### src/rtl/vxe_biu_pkg.sv
// Shared types and widths for the VxE BIU AXI response path.
// Entry layouts are packed ID-first so the FIFO head splits cleanly into fields.
package vxe_biu_pkg;

    localparam int CID_W     = 6;
    localparam int RDATA_W   = 64;
    localparam int RESP_W    = 2;
    localparam int R_ENTRY_W = CID_W + RESP_W + RDATA_W;
    localparam int B_ENTRY_W = CID_W + RESP_W;

    typedef enum logic [RESP_W-1:0] {
        RESP_OKAY   = 2'b00,
        RESP_EXOKAY = 2'b01,
        RESP_SLVERR = 2'b10,
        RESP_DECERR = 2'b11
    } axi_resp_e;

    typedef struct packed {
        logic [CID_W-1:0]   id;
        logic [RESP_W-1:0]  resp;
        logic [RDATA_W-1:0] data;
    } r_entry_t;

    typedef struct packed {
        logic [CID_W-1:0]  id;
        logic [RESP_W-1:0] resp;
    } b_entry_t;

endpackage

### src/rtl/vxe_biu_skid_fifo.sv
// 2-entry skid FIFO; write at edge N is visible on out_valid in cycle N+1.
// in_ready = !full from registered pointers only, so no ready path from out_ready.
module vxe_biu_skid_fifo
    import vxe_biu_pkg::*;
#(
    parameter int DATA_W = 8
) (
    input  logic              clk,
    input  logic              nrst,
    input  logic              in_valid,
    output logic              in_ready,
    input  logic [DATA_W-1:0] in_data,
    output logic              out_valid,
    input  logic              out_ready,
    output logic [DATA_W-1:0] out_data
);

    logic [1:0]        wr_ptr_q, wr_ptr_d;
    logic [1:0]        rd_ptr_q, rd_ptr_d;
    logic [DATA_W-1:0] mem_q [2];
    logic              full, empty, push, pop;

    // Pointers carry a wrap bit so full and empty are distinguishable with 2 slots.
    assign empty     = (wr_ptr_q == rd_ptr_q);
    assign full      = (wr_ptr_q[0] == rd_ptr_q[0]) && (wr_ptr_q[1] != rd_ptr_q[1]);
    assign in_ready  = !full;
    assign out_valid = !empty;
    assign out_data  = mem_q[rd_ptr_q[0]];
    assign push      = in_valid && in_ready;
    assign pop       = out_valid && out_ready;
    assign wr_ptr_d  = wr_ptr_q + {1'b0, push};
    assign rd_ptr_d  = rd_ptr_q + {1'b0, pop};

    always_ff @(posedge clk or negedge nrst) begin
        if (!nrst) begin
            wr_ptr_q <= 2'b00;
            rd_ptr_q <= 2'b00;
        end else begin
            wr_ptr_q <= wr_ptr_d;
            rd_ptr_q <= rd_ptr_d;
        end
    end

    always_ff @(posedge clk) begin
        if (push) begin
            mem_q[wr_ptr_q[0]] <= in_data;
        end
    end

endmodule

### src/rtl/vxe_axi_biu_resp.sv
// AXI R/B response front-end: skid-buffers each channel, tracks outstanding counts, flags protocol errors.
// One-cycle accept-to-push latency; AXI ready depends only on FIFO fullness, never on biu_*ready.
module vxe_axi_biu_resp
    import vxe_biu_pkg::*;
#(
    parameter int OUTST_W = 4
) (
    input  logic               clk,
    input  logic               nrst,
    input  logic [CID_W-1:0]   rid,
    input  logic [RDATA_W-1:0] rdata,
    input  logic [RESP_W-1:0]  rresp,
    input  logic               rlast,
    input  logic               rvalid,
    output logic               rready,
    input  logic [CID_W-1:0]   bid,
    input  logic [RESP_W-1:0]  bresp,
    input  logic               bvalid,
    output logic               bready,
    output logic [CID_W-1:0]   biu_rcid,
    output logic [RDATA_W-1:0] biu_rdata,
    output logic [RESP_W-1:0]  biu_rresp,
    output logic               biu_rpush,
    input  logic               biu_rready,
    output logic [CID_W-1:0]   biu_bcid,
    output logic [RESP_W-1:0]  biu_bresp,
    output logic               biu_bpush,
    input  logic               biu_bready,
    input  logic               i_rd_issue,
    input  logic               i_wr_issue,
    output logic               o_rd_idle,
    output logic               o_wr_idle,
    output logic               o_proto_err
);

    localparam logic [OUTST_W-1:0] CNT_MAX = '1;

    r_entry_t           r_in, r_head;
    b_entry_t           b_in, b_head;
    logic [OUTST_W-1:0] rd_cnt_q, rd_cnt_d, wr_cnt_q, wr_cnt_d;
    logic               proto_err_q, proto_err_d;
    logic               rd_err, wr_err, rd_done, wr_done;

    assign r_in = '{id: rid, resp: rresp, data: rdata};
    assign b_in = '{id: bid, resp: bresp};

    vxe_biu_skid_fifo #(.DATA_W(R_ENTRY_W)) u_r_fifo (
        .clk       (clk),
        .nrst      (nrst),
        .in_valid  (rvalid),
        .in_ready  (rready),
        .in_data   (r_in),
        .out_valid (biu_rpush),
        .out_ready (biu_rready),
        .out_data  (r_head)
    );

    vxe_biu_skid_fifo #(.DATA_W(B_ENTRY_W)) u_b_fifo (
        .clk       (clk),
        .nrst      (nrst),
        .in_valid  (bvalid),
        .in_ready  (bready),
        .in_data   (b_in),
        .out_valid (biu_bpush),
        .out_ready (biu_bready),
        .out_data  (b_head)
    );

    assign biu_rcid  = r_head.id;
    assign biu_rresp = r_head.resp;
    assign biu_rdata = r_head.data;
    assign biu_bcid  = b_head.id;
    assign biu_bresp = b_head.resp;

    // A read transaction retires on its last accepted beat; a write on its B handshake.
    assign rd_done = rvalid && rready && rlast;
    assign wr_done = bvalid && bready;

    // Returns {error, next_count}; saturates at both ends, simultaneous inc/dec is a no-op.
    function automatic logic [OUTST_W:0] cnt_step(input logic [OUTST_W-1:0] cnt,
                                                  input logic inc, input logic dec);
        logic               err;
        logic [OUTST_W-1:0] nxt;
        err = 1'b0;
        nxt = cnt;
        if (inc && !dec) begin
            if (cnt == CNT_MAX) err = 1'b1;
            else                nxt = cnt + 1'b1;
        end else if (dec && !inc) begin
            if (cnt == '0) err = 1'b1;
            else           nxt = cnt - 1'b1;
        end
        return {err, nxt};
    endfunction

    always_comb begin
        {rd_err, rd_cnt_d} = cnt_step(rd_cnt_q, i_rd_issue, rd_done);
        {wr_err, wr_cnt_d} = cnt_step(wr_cnt_q, i_wr_issue, wr_done);
        proto_err_d        = proto_err_q || rd_err || wr_err;
    end

    always_ff @(posedge clk or negedge nrst) begin
        if (!nrst) begin
            rd_cnt_q    <= '0;
            wr_cnt_q    <= '0;
            proto_err_q <= 1'b0;
        end else begin
            rd_cnt_q    <= rd_cnt_d;
            wr_cnt_q    <= wr_cnt_d;
            proto_err_q <= proto_err_d;
        end
    end

    assign o_rd_idle   = (rd_cnt_q == '0) && !biu_rpush;
    assign o_wr_idle   = (wr_cnt_q == '0) && !biu_bpush;
    assign o_proto_err = proto_err_q;

endmodule

### config.mk
export PLATFORM = sky130hd
export DESIGN_NAME = vxe_axi_biu_resp
export DESIGN_NICKNAME = d
export VERILOG_FILES = /design/src/rtl/vxe_biu_pkg.sv /design/src/rtl/vxe_biu_skid_fifo.sv /design/src/rtl/vxe_axi_biu_resp.sv
export SDC_FILE = /design/constraint.sdc
export NUM_CORES = 1
export LEC_CHECK = 0
export CAP_MARGIN = 30
export CORE_UTILIZATION = 29
export CTS_CLUSTER_DIAMETER = 120
export DETAILED_ROUTE_END_ITERATION = 6
export PLACE_DENSITY = 0.55
export SYNTH_ARGS = -nofsm -noshare
export SYNTH_HDL_FRONTEND = slang
export SYNTH_HIERARCHICAL = 1
export SYNTH_SLANG_ARGS = --single-unit
### constraint.sdc
create_clock -name clk -period 3.7 [get_ports clk]
set_clock_uncertainty 0.05 [all_clocks]
set_input_delay 0.37 -clock clk [delete_from_list [all_inputs] [get_ports clk]]
set_output_delay 0.37 -clock clk [all_outputs]
set_load 0.005 [all_outputs]
# Word level (Yosys, flattened, before mapping)
# Memories as Yosys holds them, arrays and structs flattened.
# Index checks and enable logic that the tools add are counted.
dict set report op_classes {
  muxes 20
  n_reduce_logical 29
  add_sub_neg 8
  eq_ne 12
}
# cell n
set ops {}
lappend ops {{$mux 4} 8}
lappend ops {{$logic_and 1x1->1} 13}
lappend ops {{$mux 1} 12}
lappend ops {{$add 2x1->2} 4}
lappend ops {{$add 4x1->4 const B} 2}
lappend ops {{$eq 4x4->1 const B} 2}
lappend ops {{$logic_not 1->1} 8}
lappend ops {{$logic_not 4->1} 2}
lappend ops {{$ne 2x2->1 const B} 4}
lappend ops {{$sub 4x1->4 const B} 2}
lappend ops {{$reduce_and 3->1} 2}
lappend ops {{$eq 2x2->1} 2}
lappend ops {{$reduce_bool 2->1} 2}
lappend ops {{$eq 1x1->1} 2}
lappend ops {{$logic_or 1x1->1} 2}
lappend ops {{$ne 1x1->1} 2}
dict set report totals {
  ram_bits 160
  reg_bits 17
  output_inout_bits 87
  input_bits 89
  memories 2
}
# name depth word_bits read_ports rd_ports_with_merged_regs wr line_no
set memory_table {}
lappend memory_table {u_r_fifo.mem_q 2 72 1 0 1 vxe_biu_skid_fifo.sv:20} ;# logic [DATA_W-1:0] mem_q [2];
lappend memory_table {u_b_fifo.mem_q 2 8 1 0 1 vxe_biu_skid_fifo.sv:20}

# Logic depth before layout (Yosys ltp)
dict set report logic_depth {
  depth_word 10
  mapped_depth 11
  mapped_depth_nobuf 10
}

# Cells and area by module
# Netlist, hierarchy kept.
# module cells_per_inst area_per_inst_um2 instances
set by_module_without_submodules {}
lappend by_module_without_submodules {{vxe_biu_skid_fifo at u_r_fifo} 242 5768.0 1}
lappend by_module_without_submodules {{vxe_biu_skid_fifo at u_b_fifo} 43 819.5 1}
lappend by_module_without_submodules {vxe_axi_biu_resp 66 703.2 1}

# Worst setup path before layout
# Ideal clock, no wire load.
dict set report synth_path {
  path_kind {reg-to-reg}
  start {reg u_r_fifo.rd_ptr_q[0]}
  end {mem u_r_fifo/mem_q[1][0] in the netlist's numbering, enable pin}
  setup_slack_ns 0.519
  t_arrival_ns 2.691
  stages_incl_launch_ff 5
  setup_ns 0.440
  required_time_ns 3.210
  path_cell_list {dfrtp_1 buf_6 xnor2_2 a21boi_1 ha_1}
}
dict set report synth_via {
  elab_chain_cells 6
}
# item line_no
set synth_lines {}
lappend synth_lines {{start, declared} vxe_biu_skid_fifo.sv:19} ;# logic [1:0] rd_ptr_q, rd_ptr_d;
lappend synth_lines {{start signal, assigned} vxe_biu_skid_fifo.sv:40} ;# rd_ptr_q <= rd_ptr_d;
lappend synth_lines {{$eq 1x1->1} vxe_biu_skid_fifo.sv:25} ;# assign full = (wr_ptr_q[0] == rd_ptr_q[0]) && (wr_ptr_q[1] != rd_ptr_q[1]);
lappend synth_lines {{$logic_and 1x1->1} vxe_biu_skid_fifo.sv:25}
lappend synth_lines {{$logic_not 1->1} vxe_biu_skid_fifo.sv:26} ;# assign in_ready = !full;
lappend synth_lines {{$logic_and 1x1->1} vxe_biu_skid_fifo.sv:29} ;# assign push = in_valid && in_ready;
lappend synth_lines {{$mux 1} vxe_biu_skid_fifo.sv:45} ;# if (push) begin
lappend synth_lines {{$mux 1 (not written as such)} vxe_biu_skid_fifo.sv:46} ;# mem_q[wr_ptr_q[0]] <= in_data;
lappend synth_lines {{end, declared} vxe_biu_skid_fifo.sv:20}
# Every way passes these cells.

# Worst setup path after layout
dict set report layout_path {
  start {reg u_b_fifo.rd_ptr_q[0]}
  end {reg wr_cnt_q[3]}
}
dict set report layout_via {
  elab_chain_cells 8
  elab_cells_between_ends 12
}
# item line_no
set layout_lines {}
lappend layout_lines {{start, declared} vxe_biu_skid_fifo.sv:19}
lappend layout_lines {{start signal, assigned} vxe_biu_skid_fifo.sv:40}
lappend layout_lines {{$eq 1x1->1 (*)} vxe_biu_skid_fifo.sv:25}
lappend layout_lines {{$logic_and 1x1->1 (*)} vxe_biu_skid_fifo.sv:25}
lappend layout_lines {{$logic_not 1->1 (*)} vxe_biu_skid_fifo.sv:26}
lappend layout_lines {{$logic_and 1x1->1 (*)} vxe_axi_biu_resp.sv:77} ;# assign wr_done = bvalid && bready;
lappend layout_lines {{$logic_not 1->1} vxe_axi_biu_resp.sv:86} ;# if (inc && !dec) begin
lappend layout_lines {{$logic_and 1x1->1} vxe_axi_biu_resp.sv:86}
lappend layout_lines {{$ne 2x2->1 (no line) or $reduce_bool 2->1 (tied branches)} -}
lappend layout_lines {{$reduce_and 3->1 (no line)} -}
lappend layout_lines {{end signal, assigned} vxe_axi_biu_resp.sv:109} ;# wr_cnt_q <= wr_cnt_d;
lappend layout_lines {{end, declared} vxe_axi_biu_resp.sv:40} ;# logic [OUTST_W-1:0] rd_cnt_q, rd_cnt_d, wr_cnt_q, wr_cnt_d;
# Mark *: on every way between the ends. The rest lies on a longest branch, timed or not.
# A chain may end at the register's enable or synchronous reset.

==> metrics.cfg <==
[power_and_ir_drop]
combPwrFrac_pct = 40.2
total_power_mw = 8.26
p_sw_mw = 2.35
p_leak_nw = 3.66
power.share.clock_pct = 21.0
seqPwrFrac_pct = 38.7
p_per_area_nw_per_um2 = 830
peakVddDrop_mv = 0.967
p_int_mw = 5.91
switching_share_pct = 28.5

[cts]
hold_buffers = 0
cts.clk_slew.worst_paths_ns = 0.07
cts_buffers = 17
cts_max_level = 4
cts_tree = yes
ctsResizeCount = 0
cts_buffer_depth = 2
clock-sinks = 177
cts_root_buffer = clkbuf_16
postCtsSetupBuffers = 0
insertion_delay_ns = 0.42

[timing]
setup_slack_ns = 0.745
rsz0062_at_grt = no
post-route-period-util_pct = 79.9
fin_setup_tns_ns = 0
worstMarginPinSlew_ns = 0.821
hold_viol = 0
fin_crit_ns = 2.95
slew-limit-headroom_pct = 45.1
setup_viol = 0
timing.fmax_ghz = 0.338
slew_viol_final = 0

[yosys]
synth_area_leaders = edfxtp_1 66%, mux2_4 14%, dfrtp_1 5.8%, ha_1 2.4%, mux2_2 2.0%
postSynthAreaPerCell_um2 = 20.8
synthDistinctLibCells = 37
synthFlopType = edfxtp_1
seq_area_frac_synth_pct = 71.7
yosysTopAreaCell = edfxtp_1
synth_top_area_share_pct = 65.9
yosys_warnings = 6
syn_inst = 351
synth-edff-count = 160
synth_fp_nets = 456
syn_area_um2 = 7290
ys_seq_elements = 177
async_flop_share_pct = 9.60

[route]
routedWlPerCell_um = 16.3
routed_via_density = 4.26
totalWireLength_um = 14200
vias = 3724
drt-initial-drc-count = 120
firstDrtPassIters = 6
route.detailed.drc = 0
antenna_left = 0

[status]
outcome = completed

[final_layout]
antennaDiodeCount = 0
layout_common_cells = 175 x clkdlybuf4s50_1, 160 x edfxtp_1, 70 x mux2_4, 17 x clkbuf_16, 16 x dfrtp_1
fin_util_pct = 40.7
final_cells = 875
num-fill-cells = 2173
nets = 645
layout.cells.most_common = clkdlybuf4s50_1
syn_to_final_growth_pct = 36.4
layout-drive-gt1-share_pct = 23.0

[critical_path]
ff2ff_path_depth = 10
r2r_setup_slack_ns = 0.75
timing.rr.start = u_b_fifo/rd_ptr_q[0]
cpMaxStageDelayCell = dfrtp_1
crit_path_end_kind = register
start_kind = register
max_stage_delay_ns = 0.56
worstSetupPathType = register to register
cp_max_fo = 10
r2r-end = wr_cnt_q[3]
crit_chain = xnor2_4 > nand2_1 > nand2_1 > ha_1 > inv_1 > ha_1 > a21o_1 > a21oi_1 > mux2_2 > o311ai_0
crit_required_ns = 3.95
cp.arrival_ns = 3.21

[grt]
grt_pass1_wl_um = 22000
grt.total_usage_pct = 11.3
grt_antenna_before_repair = 0
overflow = 0
grt_max_degree = 74
grt_pass1_vias = 4060

[die]
die_w_um = 161
dieArea_um2 = 25800
start_util_pct = 29.8
rows = 57
die_h_um = 161
core_um2 = 24500
io_pins = 176

[worst_hold_path]
hp-class = primary input to async pin

[placement]
hpwl_um = 9640
port_buffers = 175
dp_cells = 845
place_ws_ns = 0.742
gp_congestion = 0.718

[run]
maxCapViolCount = 0

==> critical path: cells and delay by family, from the launching register on <==
family                   cells  cell delay (ns)
XOR/XNOR                     1             0.30
AO/OA/AOI/OAI                3             0.68
AND/OR/NAND/NOR              2             0.19
flip-flops                   1             0.56
buffers and inverters        1             0.14
multiplexers                 1             0.36
adder cells (fa/ha/maj)      2             0.55
==> worst max-delay path by stage <==
stage,cells after the start,endpoint,slack (ns),startpoint
floorplan,4,u_r_fifo/mem_q[1][0],0.52,u_r_fifo/rd_ptr_q[0]
global placement,10,wr_cnt_q[3],0.84,u_b_fifo/rd_ptr_q[0]
detailed placement,10,wr_cnt_q[3],0.74,u_b_fifo/rd_ptr_q[0]
CTS,10,wr_cnt_q[3],0.71,u_b_fifo/rd_ptr_q[0]
global route,10,wr_cnt_q[3],0.57,u_b_fifo/rd_ptr_q[0]
finish,10,wr_cnt_q[3],0.75,u_b_fifo/rd_ptr_q[0]
==> cells by family (layout without fill, tap and decap cells) <==
| group | count (synthesis) | in the layout | synth area share [%] |
|---|---|---|---|
| xor gates and xnor gates | 14 | 14 | 2.04 |
| DFF | 177 | 177 | 71.7 |
| muxes | 88 | 88 | 17.1 |
| AOI/OAI and AO/OA | 13 | 13 | 1.32 |
| buffers and inverters | 19 | 219 | 2.75 |
| adders and majority gates | 16 | 16 | 2.95 |
| and+or+nand+nor | 24 | 24 | 2.06 |
==> metrics by stage <==
| stage | area [um2] | hold slack (ns) |
|---|---|---|
| finish | 9950 | 0.371 |
| global route | 9950 | 0.452 |
| CTS | 9950 | 0.396 |
| detailed placement | 9380 | 0.453 |
| global placement | 9380 | 0.452 |
| floorplan | 7290 | 0.0244 |
==> power by group through the flow <==
stage / combinational (mW) / sequential (mW) / clock [mW]
after floorplan: 2.00 / 3.18 / 0
after global placement: 3.34 / 3.20 / 0
after detailed placement: 3.39 / 3.24 / 0
after CTS: 3.41 / 3.21 / 1.80
after global routing: 3.59 / 3.26 / 1.87
final: 3.32 / 3.20 / 1.74
==> per-layer routing <==
metal | global-route usage [%] | vias up | routed length, um
met5 | 0 | - | 0
met4 | 5.32 | 0 | 334
met3 | 3.54 | 22 | 844
met2 | 19.0 | 117 | 7090
met1 | 13.2 | 1860 | 5970
li1 | - | 1725 | -
==> flip-flops by register name, indices dropped and copies added (netlist names) <==
name               count
o_proto_err            1
wr_cnt_q               4
rd_cnt_q               4
u_r_fifo/rd_ptr_q      2
u_b_fifo/wr_ptr_q      2
u_r_fifo/wr_ptr_q      2
u_r_fifo/mem_q       144
u_b_fifo/rd_ptr_q      2
u_b_fifo/mem_q        16
==> cell usage after synthesis (all sizes together) (3+ instances only) <==
library cell,n
edfxtp,160
inv,10
mux2i,3
dfrtp,17
ha,14
nor3,3
a21boi,4
buf,9
nand2,7
mux2,85
xnor2,5
nor2,4
xor2,9
==> layout make-up <==
| class | instances | area, um2 | area share (%) |
|---|---|---|---|
| clock inverter | 12 | 135 | 1.36 |
| sequential | 177 | 5230 | 52.6 |
| multi-input combinational | 155 | 1890 | 19.0 |
| inverter | 10 | 37.5 | 0.377 |
| timing repair buffer | 179 | 1820 | 18.3 |
| tap | 324 | 405 | 4.08 |
| clock buffer | 18 | 429 | 4.32 |
No activity file was read; power rests on OpenSTA's default activity.
